### src/rtl/ins_mem_issue_if.sv
// Bundle-in / beat-out bus of the memory-op issue stage.
// slave = issue stage view, master = producer/consumer (bench) view.
interface ins_mem_issue_if;
  logic       in_valid, in_ready;
  logic       in_1_vld, in_2_vld, in_3_vld, in_4_vld;
  logic [3:0] in_1_des, in_1_s1, in_1_s2, in_1_op, in_1_ime;
  logic [3:0] in_2_des, in_2_s1, in_2_s2, in_2_op, in_2_ime;
  logic [3:0] in_3_des, in_3_s1, in_3_s2, in_3_op, in_3_ime;
  logic [3:0] in_4_des, in_4_s1, in_4_s2, in_4_op, in_4_ime;
  logic [2:0] in_1_branch, in_2_branch, in_3_branch, in_4_branch;

  logic       out_valid, out_ready;
  logic       out_1_vld, out_2_vld, out_3_vld, out_4_vld;
  logic [3:0] out_1_des, out_1_s1, out_1_s2, out_1_op, out_1_ime;
  logic [3:0] out_2_des, out_2_s1, out_2_s2, out_2_op, out_2_ime;
  logic [3:0] out_3_des, out_3_s1, out_3_s2, out_3_op, out_3_ime;
  logic [3:0] out_4_des, out_4_s1, out_4_s2, out_4_op, out_4_ime;
  logic [2:0] out_1_branch, out_2_branch, out_3_branch, out_4_branch;

  logic        ins1_swap, ins2_swap, ins3_swap, ins4_swap;
  logic        split_active;
  logic [15:0] bundle_cnt, split_cnt;

  modport slave (
    input  in_valid, out_ready,
    input  in_1_vld, in_1_des, in_1_s1, in_1_s2, in_1_op, in_1_branch, in_1_ime,
    input  in_2_vld, in_2_des, in_2_s1, in_2_s2, in_2_op, in_2_branch, in_2_ime,
    input  in_3_vld, in_3_des, in_3_s1, in_3_s2, in_3_op, in_3_branch, in_3_ime,
    input  in_4_vld, in_4_des, in_4_s1, in_4_s2, in_4_op, in_4_branch, in_4_ime,
    output in_ready, out_valid,
    output out_1_vld, out_1_des, out_1_s1, out_1_s2, out_1_op, out_1_branch, out_1_ime,
    output out_2_vld, out_2_des, out_2_s1, out_2_s2, out_2_op, out_2_branch, out_2_ime,
    output out_3_vld, out_3_des, out_3_s1, out_3_s2, out_3_op, out_3_branch, out_3_ime,
    output out_4_vld, out_4_des, out_4_s1, out_4_s2, out_4_op, out_4_branch, out_4_ime,
    output ins1_swap, ins2_swap, ins3_swap, ins4_swap, split_active,
    output bundle_cnt, split_cnt
  );

  modport master (
    output in_valid, out_ready,
    output in_1_vld, in_1_des, in_1_s1, in_1_s2, in_1_op, in_1_branch, in_1_ime,
    output in_2_vld, in_2_des, in_2_s1, in_2_s2, in_2_op, in_2_branch, in_2_ime,
    output in_3_vld, in_3_des, in_3_s1, in_3_s2, in_3_op, in_3_branch, in_3_ime,
    output in_4_vld, in_4_des, in_4_s1, in_4_s2, in_4_op, in_4_branch, in_4_ime,
    input  in_ready, out_valid,
    input  out_1_vld, out_1_des, out_1_s1, out_1_s2, out_1_op, out_1_branch, out_1_ime,
    input  out_2_vld, out_2_des, out_2_s1, out_2_s2, out_2_op, out_2_branch, out_2_ime,
    input  out_3_vld, out_3_des, out_3_s1, out_3_s2, out_3_op, out_3_branch, out_3_ime,
    input  out_4_vld, out_4_des, out_4_s1, out_4_s2, out_4_op, out_4_branch, out_4_ime,
    input  ins1_swap, ins2_swap, ins3_swap, ins4_swap, split_active,
    input  bundle_cnt, split_cnt
  );
endinterface

### src/rtl/ins_mem_issue.sv
// Issue stage: splits a 4-slot bundle into beats holding at most one memory op and
// steers that op toward slot 4 via swap flags. ISSUE_STAT_EN enables bundle/split counters.
module ins_mem_issue (
  input  logic           clk,
  input  logic           rst_n,
  ins_mem_issue_if.slave bus,
  output logic [1:0]     state_dbg
);
  localparam logic [3:0] LD_OP = 4'b1000;
  localparam logic [3:0] ST_OP = 4'b1001;
  localparam int         PW    = 23;  // {des, s1, s2, op, branch, ime}

  typedef enum logic [1:0] {EMPTY = 2'd0, FIRST = 2'd1, FOLLOW = 2'd2} state_t;

  state_t        state;
  logic [3:0]    pend;
  logic [3:0]    beat_vld;   // bit i = slot i+1
  logic [3:0]    swap_q;     // bit i = ins<i+1>_swap
  logic          split_q;
  logic [PW-1:0] pay_q  [4];
  logic [PW-1:0] in_pay [4];
  logic [3:0]    in_vld, mem_in;
  logic [3:0]    pend_rest;
  logic          last, in_acc, out_acc;

  function automatic logic [3:0] lowest(input logic [3:0] m);
    return m & (~m + 4'd1);
  endfunction

  // A one-hot op in slots 1..3 pairs its own flag with ins4; slot 4 or none needs no swap.
  function automatic logic [3:0] swap_of(input logic [3:0] one);
    return (one[2:0] != 3'b000) ? {1'b1, one[2:0]} : 4'b0000;
  endfunction

  assign in_vld    = {bus.in_4_vld, bus.in_3_vld, bus.in_2_vld, bus.in_1_vld};
  assign in_pay[0] = {bus.in_1_des, bus.in_1_s1, bus.in_1_s2, bus.in_1_op, bus.in_1_branch, bus.in_1_ime};
  assign in_pay[1] = {bus.in_2_des, bus.in_2_s1, bus.in_2_s2, bus.in_2_op, bus.in_2_branch, bus.in_2_ime};
  assign in_pay[2] = {bus.in_3_des, bus.in_3_s1, bus.in_3_s2, bus.in_3_op, bus.in_3_branch, bus.in_3_ime};
  assign in_pay[3] = {bus.in_4_des, bus.in_4_s1, bus.in_4_s2, bus.in_4_op, bus.in_4_branch, bus.in_4_ime};

  always_comb begin
    mem_in = '0;
    for (int i = 0; i < 4; i++) begin
      mem_in[i] = in_vld[i] && ((in_pay[i][10:7] == LD_OP) || (in_pay[i][10:7] == ST_OP));
    end
  end

  // Handshake: a transfer happens on a rising edge where valid && ready; valid never
  // waits on ready, and a held beat stays stable until it is taken.
  assign pend_rest     = pend & ~lowest(pend);
  assign last          = (pend_rest == 4'b0000);
  assign bus.in_ready  = (state == EMPTY) || (bus.out_ready && last);
  assign bus.out_valid = (state != EMPTY);
  assign in_acc        = bus.in_valid && bus.in_ready;
  assign out_acc       = bus.out_valid && bus.out_ready;
  assign state_dbg     = state;

  always_ff @(posedge clk or negedge rst_n) begin
    if (!rst_n) begin
      state    <= EMPTY;
      pend     <= '0;
      beat_vld <= '0;
      swap_q   <= '0;
      split_q  <= 1'b0;
      for (int i = 0; i < 4; i++) pay_q[i] <= '0;
    end else if (out_acc && !last) begin
      state    <= FOLLOW;
      pend     <= pend_rest;
      beat_vld <= lowest(pend_rest);
      swap_q   <= swap_of(lowest(pend_rest));
      split_q  <= 1'b1;
    end else if (in_acc) begin
      state    <= FIRST;
      pend     <= mem_in;
      beat_vld <= (in_vld & ~mem_in) | lowest(mem_in);
      swap_q   <= swap_of(lowest(mem_in));
      split_q  <= 1'b0;
      pay_q    <= in_pay;
    end else if (out_acc) begin
      state    <= EMPTY;
      split_q  <= 1'b0;
    end
  end

`ifdef ISSUE_STAT_EN
  logic [15:0] bundle_q, split_cnt_q;
  always_ff @(posedge clk or negedge rst_n) begin
    if (!rst_n) begin
      bundle_q    <= '0;
      split_cnt_q <= '0;
    end else begin
      if (in_acc) bundle_q <= bundle_q + 16'd1;
      if (out_acc && (state == FOLLOW)) split_cnt_q <= split_cnt_q + 16'd1;
    end
  end
  assign bus.bundle_cnt = bundle_q;
  assign bus.split_cnt  = split_cnt_q;
`else
  assign bus.bundle_cnt = 16'd0;
  assign bus.split_cnt  = 16'd0;
`endif

  assign bus.split_active = split_q;
  assign {bus.ins4_swap, bus.ins3_swap, bus.ins2_swap, bus.ins1_swap} = swap_q;
  assign {bus.out_4_vld, bus.out_3_vld, bus.out_2_vld, bus.out_1_vld} = beat_vld;
  assign {bus.out_1_des, bus.out_1_s1, bus.out_1_s2, bus.out_1_op, bus.out_1_branch, bus.out_1_ime} = pay_q[0];
  assign {bus.out_2_des, bus.out_2_s1, bus.out_2_s2, bus.out_2_op, bus.out_2_branch, bus.out_2_ime} = pay_q[1];
  assign {bus.out_3_des, bus.out_3_s1, bus.out_3_s2, bus.out_3_op, bus.out_3_branch, bus.out_3_ime} = pay_q[2];
  assign {bus.out_4_des, bus.out_4_s1, bus.out_4_s2, bus.out_4_op, bus.out_4_branch, bus.out_4_ime} = pay_q[3];
endmodule
### src/flat_wrapper.sv
// flat-port wrapper written by rule: the top's interface ports become plain ports
module ins_mem_issue_flat 
  (clk, rst_n, state_dbg, bus_in_valid, bus_out_ready, bus_in_1_vld, bus_in_1_des, bus_in_1_s1, bus_in_1_s2, bus_in_1_op, bus_in_1_branch, bus_in_1_ime, bus_in_2_vld, bus_in_2_des, bus_in_2_s1, bus_in_2_s2, bus_in_2_op, bus_in_2_branch, bus_in_2_ime, bus_in_3_vld, bus_in_3_des, bus_in_3_s1, bus_in_3_s2, bus_in_3_op, bus_in_3_branch, bus_in_3_ime, bus_in_4_vld, bus_in_4_des, bus_in_4_s1, bus_in_4_s2, bus_in_4_op, bus_in_4_branch, bus_in_4_ime, bus_in_ready, bus_out_valid, bus_out_1_vld, bus_out_1_des, bus_out_1_s1, bus_out_1_s2, bus_out_1_op, bus_out_1_branch, bus_out_1_ime, bus_out_2_vld, bus_out_2_des, bus_out_2_s1, bus_out_2_s2, bus_out_2_op, bus_out_2_branch, bus_out_2_ime, bus_out_3_vld, bus_out_3_des, bus_out_3_s1, bus_out_3_s2, bus_out_3_op, bus_out_3_branch, bus_out_3_ime, bus_out_4_vld, bus_out_4_des, bus_out_4_s1, bus_out_4_s2, bus_out_4_op, bus_out_4_branch, bus_out_4_ime, bus_ins1_swap, bus_ins2_swap, bus_ins3_swap, bus_ins4_swap, bus_split_active, bus_bundle_cnt, bus_split_cnt);
  ins_mem_issue_if bus_i ();
  input  logic clk;
  input  logic rst_n;
  output logic [1:0] state_dbg;
  input wire logic [$bits(bus_i.in_valid)-1:0] bus_in_valid;
  input wire logic [$bits(bus_i.out_ready)-1:0] bus_out_ready;
  input wire logic [$bits(bus_i.in_1_vld)-1:0] bus_in_1_vld;
  input wire logic [$bits(bus_i.in_1_des)-1:0] bus_in_1_des;
  input wire logic [$bits(bus_i.in_1_s1)-1:0] bus_in_1_s1;
  input wire logic [$bits(bus_i.in_1_s2)-1:0] bus_in_1_s2;
  input wire logic [$bits(bus_i.in_1_op)-1:0] bus_in_1_op;
  input wire logic [$bits(bus_i.in_1_branch)-1:0] bus_in_1_branch;
  input wire logic [$bits(bus_i.in_1_ime)-1:0] bus_in_1_ime;
  input wire logic [$bits(bus_i.in_2_vld)-1:0] bus_in_2_vld;
  input wire logic [$bits(bus_i.in_2_des)-1:0] bus_in_2_des;
  input wire logic [$bits(bus_i.in_2_s1)-1:0] bus_in_2_s1;
  input wire logic [$bits(bus_i.in_2_s2)-1:0] bus_in_2_s2;
  input wire logic [$bits(bus_i.in_2_op)-1:0] bus_in_2_op;
  input wire logic [$bits(bus_i.in_2_branch)-1:0] bus_in_2_branch;
  input wire logic [$bits(bus_i.in_2_ime)-1:0] bus_in_2_ime;
  input wire logic [$bits(bus_i.in_3_vld)-1:0] bus_in_3_vld;
  input wire logic [$bits(bus_i.in_3_des)-1:0] bus_in_3_des;
  input wire logic [$bits(bus_i.in_3_s1)-1:0] bus_in_3_s1;
  input wire logic [$bits(bus_i.in_3_s2)-1:0] bus_in_3_s2;
  input wire logic [$bits(bus_i.in_3_op)-1:0] bus_in_3_op;
  input wire logic [$bits(bus_i.in_3_branch)-1:0] bus_in_3_branch;
  input wire logic [$bits(bus_i.in_3_ime)-1:0] bus_in_3_ime;
  input wire logic [$bits(bus_i.in_4_vld)-1:0] bus_in_4_vld;
  input wire logic [$bits(bus_i.in_4_des)-1:0] bus_in_4_des;
  input wire logic [$bits(bus_i.in_4_s1)-1:0] bus_in_4_s1;
  input wire logic [$bits(bus_i.in_4_s2)-1:0] bus_in_4_s2;
  input wire logic [$bits(bus_i.in_4_op)-1:0] bus_in_4_op;
  input wire logic [$bits(bus_i.in_4_branch)-1:0] bus_in_4_branch;
  input wire logic [$bits(bus_i.in_4_ime)-1:0] bus_in_4_ime;
  output wire logic [$bits(bus_i.in_ready)-1:0] bus_in_ready;
  output wire logic [$bits(bus_i.out_valid)-1:0] bus_out_valid;
  output wire logic [$bits(bus_i.out_1_vld)-1:0] bus_out_1_vld;
  output wire logic [$bits(bus_i.out_1_des)-1:0] bus_out_1_des;
  output wire logic [$bits(bus_i.out_1_s1)-1:0] bus_out_1_s1;
  output wire logic [$bits(bus_i.out_1_s2)-1:0] bus_out_1_s2;
  output wire logic [$bits(bus_i.out_1_op)-1:0] bus_out_1_op;
  output wire logic [$bits(bus_i.out_1_branch)-1:0] bus_out_1_branch;
  output wire logic [$bits(bus_i.out_1_ime)-1:0] bus_out_1_ime;
  output wire logic [$bits(bus_i.out_2_vld)-1:0] bus_out_2_vld;
  output wire logic [$bits(bus_i.out_2_des)-1:0] bus_out_2_des;
  output wire logic [$bits(bus_i.out_2_s1)-1:0] bus_out_2_s1;
  output wire logic [$bits(bus_i.out_2_s2)-1:0] bus_out_2_s2;
  output wire logic [$bits(bus_i.out_2_op)-1:0] bus_out_2_op;
  output wire logic [$bits(bus_i.out_2_branch)-1:0] bus_out_2_branch;
  output wire logic [$bits(bus_i.out_2_ime)-1:0] bus_out_2_ime;
  output wire logic [$bits(bus_i.out_3_vld)-1:0] bus_out_3_vld;
  output wire logic [$bits(bus_i.out_3_des)-1:0] bus_out_3_des;
  output wire logic [$bits(bus_i.out_3_s1)-1:0] bus_out_3_s1;
  output wire logic [$bits(bus_i.out_3_s2)-1:0] bus_out_3_s2;
  output wire logic [$bits(bus_i.out_3_op)-1:0] bus_out_3_op;
  output wire logic [$bits(bus_i.out_3_branch)-1:0] bus_out_3_branch;
  output wire logic [$bits(bus_i.out_3_ime)-1:0] bus_out_3_ime;
  output wire logic [$bits(bus_i.out_4_vld)-1:0] bus_out_4_vld;
  output wire logic [$bits(bus_i.out_4_des)-1:0] bus_out_4_des;
  output wire logic [$bits(bus_i.out_4_s1)-1:0] bus_out_4_s1;
  output wire logic [$bits(bus_i.out_4_s2)-1:0] bus_out_4_s2;
  output wire logic [$bits(bus_i.out_4_op)-1:0] bus_out_4_op;
  output wire logic [$bits(bus_i.out_4_branch)-1:0] bus_out_4_branch;
  output wire logic [$bits(bus_i.out_4_ime)-1:0] bus_out_4_ime;
  output wire logic [$bits(bus_i.ins1_swap)-1:0] bus_ins1_swap;
  output wire logic [$bits(bus_i.ins2_swap)-1:0] bus_ins2_swap;
  output wire logic [$bits(bus_i.ins3_swap)-1:0] bus_ins3_swap;
  output wire logic [$bits(bus_i.ins4_swap)-1:0] bus_ins4_swap;
  output wire logic [$bits(bus_i.split_active)-1:0] bus_split_active;
  output wire logic [$bits(bus_i.bundle_cnt)-1:0] bus_bundle_cnt;
  output wire logic [$bits(bus_i.split_cnt)-1:0] bus_split_cnt;
  assign bus_i.in_valid = bus_in_valid;
  assign bus_i.out_ready = bus_out_ready;
  assign bus_i.in_1_vld = bus_in_1_vld;
  assign bus_i.in_1_des = bus_in_1_des;
  assign bus_i.in_1_s1 = bus_in_1_s1;
  assign bus_i.in_1_s2 = bus_in_1_s2;
  assign bus_i.in_1_op = bus_in_1_op;
  assign bus_i.in_1_branch = bus_in_1_branch;
  assign bus_i.in_1_ime = bus_in_1_ime;
  assign bus_i.in_2_vld = bus_in_2_vld;
  assign bus_i.in_2_des = bus_in_2_des;
  assign bus_i.in_2_s1 = bus_in_2_s1;
  assign bus_i.in_2_s2 = bus_in_2_s2;
  assign bus_i.in_2_op = bus_in_2_op;
  assign bus_i.in_2_branch = bus_in_2_branch;
  assign bus_i.in_2_ime = bus_in_2_ime;
  assign bus_i.in_3_vld = bus_in_3_vld;
  assign bus_i.in_3_des = bus_in_3_des;
  assign bus_i.in_3_s1 = bus_in_3_s1;
  assign bus_i.in_3_s2 = bus_in_3_s2;
  assign bus_i.in_3_op = bus_in_3_op;
  assign bus_i.in_3_branch = bus_in_3_branch;
  assign bus_i.in_3_ime = bus_in_3_ime;
  assign bus_i.in_4_vld = bus_in_4_vld;
  assign bus_i.in_4_des = bus_in_4_des;
  assign bus_i.in_4_s1 = bus_in_4_s1;
  assign bus_i.in_4_s2 = bus_in_4_s2;
  assign bus_i.in_4_op = bus_in_4_op;
  assign bus_i.in_4_branch = bus_in_4_branch;
  assign bus_i.in_4_ime = bus_in_4_ime;
  assign bus_in_ready = bus_i.in_ready;
  assign bus_out_valid = bus_i.out_valid;
  assign bus_out_1_vld = bus_i.out_1_vld;
  assign bus_out_1_des = bus_i.out_1_des;
  assign bus_out_1_s1 = bus_i.out_1_s1;
  assign bus_out_1_s2 = bus_i.out_1_s2;
  assign bus_out_1_op = bus_i.out_1_op;
  assign bus_out_1_branch = bus_i.out_1_branch;
  assign bus_out_1_ime = bus_i.out_1_ime;
  assign bus_out_2_vld = bus_i.out_2_vld;
  assign bus_out_2_des = bus_i.out_2_des;
  assign bus_out_2_s1 = bus_i.out_2_s1;
  assign bus_out_2_s2 = bus_i.out_2_s2;
  assign bus_out_2_op = bus_i.out_2_op;
  assign bus_out_2_branch = bus_i.out_2_branch;
  assign bus_out_2_ime = bus_i.out_2_ime;
  assign bus_out_3_vld = bus_i.out_3_vld;
  assign bus_out_3_des = bus_i.out_3_des;
  assign bus_out_3_s1 = bus_i.out_3_s1;
  assign bus_out_3_s2 = bus_i.out_3_s2;
  assign bus_out_3_op = bus_i.out_3_op;
  assign bus_out_3_branch = bus_i.out_3_branch;
  assign bus_out_3_ime = bus_i.out_3_ime;
  assign bus_out_4_vld = bus_i.out_4_vld;
  assign bus_out_4_des = bus_i.out_4_des;
  assign bus_out_4_s1 = bus_i.out_4_s1;
  assign bus_out_4_s2 = bus_i.out_4_s2;
  assign bus_out_4_op = bus_i.out_4_op;
  assign bus_out_4_branch = bus_i.out_4_branch;
  assign bus_out_4_ime = bus_i.out_4_ime;
  assign bus_ins1_swap = bus_i.ins1_swap;
  assign bus_ins2_swap = bus_i.ins2_swap;
  assign bus_ins3_swap = bus_i.ins3_swap;
  assign bus_ins4_swap = bus_i.ins4_swap;
  assign bus_split_active = bus_i.split_active;
  assign bus_bundle_cnt = bus_i.bundle_cnt;
  assign bus_split_cnt = bus_i.split_cnt;
  ins_mem_issue u_core (.clk(clk), .rst_n(rst_n), .bus(bus_i), .state_dbg(state_dbg));
endmodule
### config.mk
export PLATFORM = sky130hd
export DESIGN_NAME = ins_mem_issue_flat
export DESIGN_NICKNAME = d
export VERILOG_FILES = /design/src/rtl/ins_mem_issue_if.sv /design/src/rtl/ins_mem_issue.sv /design/src/flat_wrapper.sv
export SDC_FILE = /design/constraint.sdc
export NUM_CORES = 1
export LEC_CHECK = 0
export CAP_MARGIN = 20
export CORE_MARGIN = 4
export CORE_UTILIZATION = 63
export DETAILED_ROUTE_END_ITERATION = 6
export DONT_BUFFER_PORTS = 1
export PLACE_DENSITY = 0.81
export SYNTH_ARGS = -nofsm -noshare
export SYNTH_HDL_FRONTEND = slang
export SYNTH_SLANG_ARGS = --single-unit
### constraint.sdc
create_clock -name clk -period 2.5 [get_ports clk]
set_clock_uncertainty 0.05 [all_clocks]
set_input_delay 0.5 -clock clk [delete_from_list [all_inputs] [get_ports clk]]
set_output_delay 0.5 -clock clk [all_outputs]
set_load 0.01 [all_outputs]
==> run_results.csv, run 1 <==
group,metric,value,unit
sta,hold_violations,105,
worst_setup_path,worstReg2RegEnd,"u_core.bus.out_3_s1[2]",
die,core,6869,um^2
worst_setup_path,crit_fanout,8,
sta,maxSlewViolCount,0,
layout,antennaDiodeCount,0,
place,routabilityCongestion,0.8503,
synthesis,synth-main-ff-cell,"dfrtp_1",
worst_setup_path,rrSetupSlack,0.31,ns
grt,overflow,0,
layout,num-nets-final,421,
place,numPortBuffers,0,
sta,finalCriticalPeriod,2.209,ns
sta,slew_headroom,58.39,%
synthesis,synth.most_common_cell,"dfrtp_1",
worst_setup_path,crit_slowest_cell,"dfrtp_1",
detailed_routing,ant_nets,0,
synthesis,synth_top_area_cell,"dfrtp_1",
synthesis,synth.top_cells.by_count,"dfrtp_1 (105), mux2_2 (75), buf_4 (38)",
worst_setup_path,cp.required,1.95,ns
place,hpwl,7.015,mm
sta,setup_viol,0,
synthesis,syn_inst,322,
sta,rsz0062_at_grt,"false",
min_path,hp-class,"in -> async",
detailed_routing,first_pass_iters,4,
detailed_routing,viasPerCell,5.919,
worst_setup_path,worstRegToRegCells,5,
clock_tree,clk_latency,0.35,ns
place,placed_cell_area,4459,um^2
grt,grt_max_degree,106,
power,ir_worst_vdd,0.5063,mV
clock_tree,cts-buffers-inserted,9,
synthesis,synth_warnings,0,
synthesis,syn_avg_cell_area,14.05,um^2
clock_tree,post_cts_buffers,0,
die,rows,30,
layout,layout-drive-gt1-share,30.98,%
sta,tns,0,ns
synthesis,synth_seq_area_share,58.08,%
synthesis,synth-edff-count,0,
synthesis,ys_top_cells_by_area,"dfrtp_1 (58%), mux2_2 (19%), buf_4 (6.3%)",
grt,grt_pass1_vias,2633,
detailed_routing,routedWlPerCell,22.16,um
layout,syn2layout_area_growth,3.208,%
worst_setup_path,startpoint_type,"flip-flop",
clock_tree,cts_tree,"yes",
sta,whs,-0.2249,ns
die,die-width,92.75,um
run_status,violations,"hold timing",
clock_tree,clkTransAtPathRegs,0.10,ns
sta,tightest_slew,0.6158,ns
grt,antenna_found_initial,0,
die,start_util,65.87,%
clock_tree,cts_buffer_depth,2,
place,dp_cells,406,
worst_setup_path,crit_type,"reg -> out",
die,pin_count,237,
place,pre_cts_slack,0.3244,ns
sta,finalCritPeriodShare,88.36,%
synthesis,synthArstFlopShare,100.0,%
grt,grt_use_total,21.51,%
worst_setup_path,worst-endpoint-arrival,1.66,ns
sta,setup_ws,0.2909,ns
clock_tree,cts.sinks,105,
job,cap_violations,0,
die,fp.dieH,92.75,um
grt,grt_pass1_wl,14.13,mm
worst_setup_path,worstSetupEndpointType,"primary output",
clock_tree,h-tree-depth,3,
power,powerDensity,868.1,nW/um^2
synthesis,yosysUniqueCellTypes,43,
worst_setup_path,worst_path_largest_cell_delay,0.44,ns
synthesis,ys_seq_elements,105,
detailed_routing,drcViolationCount,0,
clock_tree,cts-root-buf,"clkbuf_8",
layout,finalNonFillerCells,422,
run_status,status,"complete, but fails checks",
worst_setup_path,r2r_start,"u_core.pend[1]",
clock_tree,cts_resized,0,
synthesis,synth_top_area_share,58.08,%
detailed_routing,drt_iter0_markers,100,
detailed_routing,routed_wirelength,9.352,mm
layout,fin_area,4669,um^2
detailed_routing,vias,2498,
worst_setup_path,cp_cell_sequence,"buf_4 -> a211oi_1 -> o21ai_0 -> nand2_1",
power,p_leak,2.039,nW
die,die_area,8602,um^2
synthesis,syn-cell-area,4524,um^2
sta,fmax,452.7,MHz
## logic make-up after synthesis
| family | Yosys count | synth area share (%) |
|---|---|---|
| buffers and inverters | 53 | 8.186 |
| AOI/OAI and AO/OA | 35 | 5.227 |
| xor gates and xnor gates | 2 | 0.3872 |
| and+or+nand+nor | 29 | 3.982 |
| other | 1 | 0.08289 |
| muxes | 97 | 24.06 |
| DFF | 105 | 58.08 |
## through the flow
stage	hold slack [ns]	total power [mW]	util (%)
final	-0.2249	4.054	67.98
after floorplan	0.1544	2.900	-
after global placement	0.1578	2.976	64.92
after detailed placement	0.1574	3.022	64.92
after CTS	-0.2446	4.101	67.98
after global routing	-0.2535	4.253	67.98
## critical path, delay by kind of cell, from the launching register on
| kind | cells | cell delay [ns] |
|---|---|---|
| AO/OA/AOI/OAI | 2 | 0.52 |
| buffers and inverters | 1 | 0.20 |
| flip-flops | 1 | 0.44 |
| AND/OR/NAND/NOR | 1 | 0.16 |
## layout by cell type, fill, tap and decap left out, types with 2 or more instances in the layout
master      n
nand3_1     5
xor2_1      2
clkinv_4    2
o21ai_0    11
nor4bb_1    3
nor3_1      3
clkbuf_8   10
a211oi_1    2
or3_1       2
a21oi_1     4
o31ai_1     2
inv_1       5
nor2_1      4
mux2_1     19
mux2_2     75
buf_4       4
dfrtp_1   105
a31oi_1     2
o21a_1      2
mux2i_1     3
conb_1     32
nand2_1     4
## worst max path at each step
stage / from / cells after the start / endpoint / slack [ns]
floorplan: u_core.pend[2] / 7 / u_core.bus.out_1_branch[0] / 0.50
global placement: u_core.pend[1] / 5 / u_core.bus.out_1_des[2] / 0.39
detailed placement: u_core.pend[1] / 5 / u_core.bus.out_3_s2[3] / 0.32
CTS: u_core.swap_q[0] / 4 / bus_in_ready / 0.28
global route: u_core.swap_q[0] / 4 / bus_in_ready / 0.17
finish: u_core.swap_q[0] / 4 / bus_in_ready / 0.29
## cell type report
class | count | area [um^2]
clock buffer | 10 | 137.6
clock inverter | 6 | 72.57
fill | 510 | 2200
inverter | 5 | 18.77
multi-input combinational | 195 | 1643
sequential | 105 | 2628
tap | 96 | 120.1
timing repair buffer | 5 | 50.05
## power breakdown
part | internal, mW | leakage (nW) | switching (mW)
clock network | 0.503 | 0.109 | 0.576
registers | 2.03 | 1.24 | 0.422
logic | 0.305 | 0.690 | 0.221
total | 2.83 | 2.04 | 1.22
## per-layer routing
| layer | share of wire [%] | GRT usage [%] | vias up |
|---|---|---|---|
| met5 | 0 | 0 | - |
| met4 | 1.6 | 8.059 | 0 |
| met3 | 15 | 10.89 | 14 |
| met2 | 54 | 38.85 | 192 |
| met1 | 30 | 20.83 | 1226 |
| li1 | - | - | 1066 |
(Power assumes the default switching activity.)
==> run 2: changes to the inputs <==
--- a/config.mk
+++ b/config.mk
@@ -6,6 +6,7 @@
 export NUM_CORES = 1
 export LEC_CHECK = 0
 export CAP_MARGIN = 20
+export CORE_ASPECT_RATIO = 2
 export CORE_MARGIN = 4
 export CORE_UTILIZATION = 63
 export DETAILED_ROUTE_END_ITERATION = 6
==> run_results.csv, run 2 (same netlist as run 1, synthesis figures left out) <==
group,metric,value,unit
worst_setup_path,r2r_start,"u_core.pend[1]",
sta,setup_viol,0,
clock_tree,h-tree-depth,3,
job,cap_violations,0,
sta,whs,-0.1923,ns
grt,grt_pass1_vias,2678,
worst_setup_path,startpoint_type,"flip-flop",
sta,finalCritPeriodShare,89.77,%
worst_setup_path,worstSetupEndpointType,"flip-flop",
detailed_routing,viasPerCell,6.036,
detailed_routing,routed_wirelength,9.978,mm
detailed_routing,vias,2505,
grt,antenna_found_initial,0,
die,pin_count,237,
layout,antennaDiodeCount,0,
min_path,hp-class,"in -> async",
detailed_routing,drcViolationCount,0,
sta,tightest_slew,0.6755,ns
layout,num-nets-final,422,
clock_tree,clkTransAtPathRegs,0.06,ns
layout,fill_cells,493,
clock_tree,clk_latency,0.33,ns
sta,maxSlewViolCount,0,
worst_setup_path,rrSetupSlack,0.26,ns
detailed_routing,ant_nets,0,
place,hpwl,7.606,mm
place,numPortBuffers,0,
power,ir_worst_vdd,0.6038,mV
sta,fmax,445.6,MHz
worst_setup_path,crit_type,"reg -> reg",
clock_tree,cts_buffer_depth,2,
grt,grt_use_total,23.11,%
power,powerDensity,897.8,nW/um^2
layout,syn2layout_area_growth,4.342,%
clock_tree,cts-buffers-inserted,9,
sta,slew_headroom,54.35,%
worst_setup_path,crit_slowest_cell,"dfrtp_1",
worst_setup_path,startpoint,"u_core.pend[1]",
worst_setup_path,cp_cell_sequence,"o32a_1 -> and3_4 -> nor2_4 -> buf_4 -> mux2_2",
die,core,6940,um^2
detailed_routing,routedWlPerCell,24.04,um
grt,overflow,0,
worst_setup_path,worstReg2RegEnd,"u_core.bus.out_2_s2[1]",
grt,grt_pass1_wl,14.50,mm
clock_tree,cts_resized,0,
worst_setup_path,worst_path_largest_cell_delay,0.50,ns
place,routabilityCongestion,0.8106,
die,start_util,65.19,%
sta,hold_violations,105,
sta,tns,0,ns
run_status,status,"complete, but fails checks",
clock_tree,cts.sinks,105,
detailed_routing,drt_iter0_markers,180,
die,rows,43,
worst_setup_path,crit_fanout,32,
layout,layout_common_cells,"dfrtp_1 (105), mux2_2 (75), conb_1 (32)",
clock_tree,cts_tree,"yes",
detailed_routing,first_pass_iters,4,
layout,final_common_cell,"dfrtp_1",
worst_setup_path,cp.required,2.67,ns
worst_setup_path,worstRegToRegCells,5,
sta,finalCriticalPeriod,2.244,ns
clock_tree,post_cts_buffers,0,
grt,grt_max_degree,106,
worst_setup_path,worst-endpoint-arrival,2.41,ns
power,p_leak,2.066,nW
run_status,violations,"hold timing",
layout,layout-drive-gt1-share,30.46,%
die,die-width,67.92,um
worst_setup_path,endpoint,"u_core.bus.out_2_s2[1]",
sta,rsz0062_at_grt,"false",
die,fp.dieH,127.8,um
die,die_area,8683,um^2
clock_tree,cts-root-buf,"clkbuf_16",
-- run 2: changes by cell type in the layout (fill, tap and decap cells not counted) --
cell and delta:
clkinv_2 +1, bufinv_16 -1, clkbuf_8 -9, inv_6 -1, clkbuf_1 +1, clkinv_4 -1, inv_8 -1, clkbuf_16 +9
buf_4 +1
-- run 2: area by class of cell --
class	instances	area [um^2]	area share [%]
multi-input cells	195	1643	34.80
well taps	90	112.6	2.385
inverters	5	18.77	0.3976
clock buffers	11	242.7	5.142
repair buffers	6	57.56	1.219
flip-flops and latches	105	2628	55.66
clock inverters	3	18.77	0.3976
-- run 2: through the flow --
stage | total power [mW] | utilization [%] | instances | instance area [um^2] | setup slack (ns)
4_1_cts | 4.278 | 68.02 | 415 | 4721 | 0.2749
5_1_grt | 4.417 | 68.02 | 415 | 4721 | 0.1713
3_3_place_gp | 2.987 | 64.25 | 401 | 4459 | 0.3388
6_report | 4.239 | 68.02 | 415 | 4721 | 0.2556
2_1_floorplan | 2.900 | - | 353 | 4641 | 0.5021
3_5_place_dp | 3.027 | 64.25 | 401 | 4459 | 0.2804
-- run 2: worst max-delay path: cells and delay by family (launching register included) --
kind                   cells  cell delay, ns
AND/OR/NAND/NOR            2            0.35
buffers and inverters      1            0.38
multiplexers               1            0.39
AO/OA/AOI/OAI              1            0.43
flip-flops                 1            0.50
-- run 2: worst min path at each step --
| stage | start | endpoint | slack (ns) | cells past startpoint |
|---|---|---|---|---|
| 6_report | rst_n | u_core.bus.out_2_s1[1] | -0.19 | 0 |
| 5_1_grt | rst_n | u_core.bus.out_3_s1[1] | -0.21 | 0 |
| 4_1_cts | rst_n | u_core.bus.out_3_s1[1] | -0.20 | 0 |
| 3_5_place_dp | rst_n | u_core.bus.out_3_s1[1] | 0.16 | 0 |
| 3_3_place_gp | rst_n | u_core.bus.out_3_s1[1] | 0.16 | 0 |
| 2_1_floorplan | rst_n | u_core.beat_vld[0] | 0.15 | 0 |
-- run 2: per-layer routing --
| metal | part of all wire [%] | wire length (um) | global-route usage, % | vias to the layer above |
|---|---|---|---|---|
| met5 | 0 | 0 | 0 | - |
| met4 | 3.2 | 319 | 11.02 | 0 |
| met3 | 10 | 1000 | 8.421 | 23 |
| met2 | 57 | 5638 | 40.05 | 151 |
| met1 | 30 | 3019 | 23.58 | 1257 |
| li1 | - | - | - | 1074 |
-- run 2: power breakdown --
group / internal [mW] / leakage (nW) / switching (mW) / total [mW]
Clock: 0.690 / 0.131 / 0.559 / 1.25
Sequential: 2.03 / 1.24 / 0.433 / 2.46
Combinational: 0.305 / 0.695 / 0.222 / 0.527
==> run 3: changes to the inputs <==
--- a/config.mk
+++ b/config.mk
@@ -6,12 +6,11 @@
 export NUM_CORES = 1
 export LEC_CHECK = 0
 export CAP_MARGIN = 20
-export CORE_ASPECT_RATIO = 2
-export CORE_MARGIN = 4
-export CORE_UTILIZATION = 63
+export CORE_AREA = 2 2 91 93
 export DETAILED_ROUTE_END_ITERATION = 6
+export DIE_AREA = 0 0 93 95
 export DONT_BUFFER_PORTS = 1
-export PLACE_DENSITY = 0.81
+export PLACE_DENSITY = 0.75
 export SYNTH_ARGS = -nofsm -noshare
 export SYNTH_HDL_FRONTEND = slang
 export SYNTH_SLANG_ARGS = --single-unit
==> run_results.csv, run 3 (same netlist as run 1, synthesis figures left out) <==
group,metric,value,unit
run_status,status,"complete, but fails checks",
run_status,violations,"hold timing",
power,clock_power_share,27.7,%
power,p_sw_share,29.08,%
grt,grt_pass1_wl,12.39,mm
clock_tree,cts_buffer_depth,2,
power,internal_power,2.900,mW
clock_tree,cts-root-buf,"clkbuf_8",
worst_setup_path,worstReg2RegEnd,"u_core.bus.out_3_s1[3]",
power,pwr-share-seq,59.6,%
detailed_routing,routed_wirelength,8.615,mm
clock_tree,post_cts_buffers,0,
grt,grt_max_degree,106,
detailed_routing,routedWlPerCell,19.90,um
sta,finalCritPeriodShare,89.44,%
worst_setup_path,worstRegToRegCells,5,
layout,final-seq-area,2628,um^2
worst_setup_path,cp.required,2.69,ns
clock_tree,cts-buffers-inserted,9,
die,die_area,8835,um^2
detailed_routing,drcViolationCount,0,
sta,hold_violations,105,
job,cap_violations,0,
place,hpwl,6.286,mm
detailed_routing,drt_iter0_markers,67,
clock_tree,cts.sinks,105,
worst_setup_path,r2r_start,"u_core.pend[1]",
place,dp_cells,416,
die,die-width,93,um
grt,gr-usage-met1,20.68,%
sta,tightest_slew,0.6072,ns
layout,syn2layout_area_growth,3.844,%
worst_setup_path,crit_fanout,69,
power,power_frac_comb,12.8,%
sta,setup_viol,0,
layout,layout_common_cells,"dfrtp_1 (105), mux2_2 (75), conb_1 (32)",
layout,final_common_cell,"dfrtp_1",
layout,finalNonFillerCells,433,
layout,multi_input_area,1643,um^2
place,numPortBuffers,0,
worst_setup_path,worstSetupEndpointType,"flip-flop",
grt,overflow,0,
min_path,hp-class,"in -> async",
worst_setup_path,startpoint_type,"flip-flop",
sta,tns,0,ns
detailed_routing,vias,2454,
die,start_util,57.07,%
detailed_routing,ant_nets,0,
power,ir_worst_vdd,0.4426,mV
power,powerDensity,870.4,nW/um^2
detailed_routing,viasPerCell,5.667,
detailed_routing,first_pass_iters,4,
worst_setup_path,rrSetupSlack,0.26,ns
sta,finalCriticalPeriod,2.236,ns
grt,use_met3,7.821,%
layout,fill_cells,641,
clock_tree,clkTransAtPathRegs,0.11,ns
power,p_leak,2.042,nW
die,pin_count,237,
die,rows,33,
die,fp.dieH,95,um
power,net-switching-power,1.189,mW
layout,layout-drive-gt1-share,30.89,%
grt,grt.busiest_layer,"met2",
grt,grt_pass1_vias,2404,
sta,maxSlewViolCount,0,
die,core,7928,um^2
layout,post-route-util,59.26,%
layout,num-nets-final,422,
grt,grt_use_total,18.53,%
sta,rsz0062_at_grt,"false",
place,routabilityCongestion,0.9186,
clock_tree,h-tree-depth,3,
clock_tree,clk_latency,0.36,ns
grt,antenna_found_initial,1,
worst_setup_path,crit_type,"reg -> reg",
sta,whs,-0.2347,ns
clock_tree,cts_tree,"yes",
clock_tree,cts_resized,0,
worst_setup_path,worst-endpoint-arrival,2.42,ns
power,totalPowerFinal,4.089,mW
sta,slew_headroom,58.97,%
sta,fmax,447.2,MHz
grt,grt_use_met2,31.10,%
## run 3: changes by cell type in the layout (fill, tap and decap cells not counted)
cell	before	now
clkbuf_16	9	0
clkinvlp_4	0	1
bufinv_16	0	2
inv_6	0	1
clkbuf_8	1	9
clkinv_2	2	1
diode_2	0	1
## run 3: cell type report
cell class / count / share of cell area, %
sequential: 105 / 55.93
multi-input combinational: 195 / 34.97
tap: 105 / 2.796
clock buffer: 10 / 2.716
clock inverter: 6 / 1.917
timing repair buffer: 6 / 1.225
inverter: 5 / 0.3995
antenna: 1 / 0.05326
## run 3: worst max-delay path by stage
stage,startpoint,end,slack [ns],depth (start not counted)
finish,u_core.pend[1],u_core.bus.out_3_s1[3],0.26,5
CTS,u_core.pend[1],u_core.bus.out_4_ime[3],0.29,5
floorplan,u_core.pend[2],u_core.bus.out_1_branch[0],0.50,7
global route,u_core.pend[1],u_core.bus.out_3_s1[3],0.19,5
global placement,u_core.pend[1],u_core.bus.out_3_s1[3],0.37,5
detailed placement,u_core.pend[1],u_core.bus.out_2_s1[0],0.31,5
## run 3: power by group through the flow
stage / clock network [mW] / logic, mW / registers (mW)
floorplan: 0 / 0.528 / 2.37
global placement: 0 / 0.501 / 2.47
detailed placement: 0 / 0.529 / 2.47
CTS: 1.17 / 0.527 / 2.45
global route: 1.23 / 0.574 / 2.48
finish: 1.13 / 0.522 / 2.44
## run 3: through the flow
| stage | cell area (um^2) | setup WS (ns) |
|---|---|---|
| after floorplan | 4641 | 0.5021 |
| after global placement | 4478 | 0.3704 |
| after detailed placement | 4478 | 0.3070 |
| after CTS | 4696 | 0.2938 |
| after global routing | 4696 | 0.1866 |
| final | 4698 | 0.2640 |
## run 3: critical path: stages, from the launching register on
cell and delay, ns:
dfrtp_1 0.52, o32a_1 0.44, and3_4 0.22, nor2_4 0.13
buf_12 0.32, mux2_2 0.39
## run 3: layer usage
layer	wire [um]	up-vias
met2	4264	155
li1	-	1076
met1	3127	1209
met4	151	0
met5	0	-
met3	1072	14
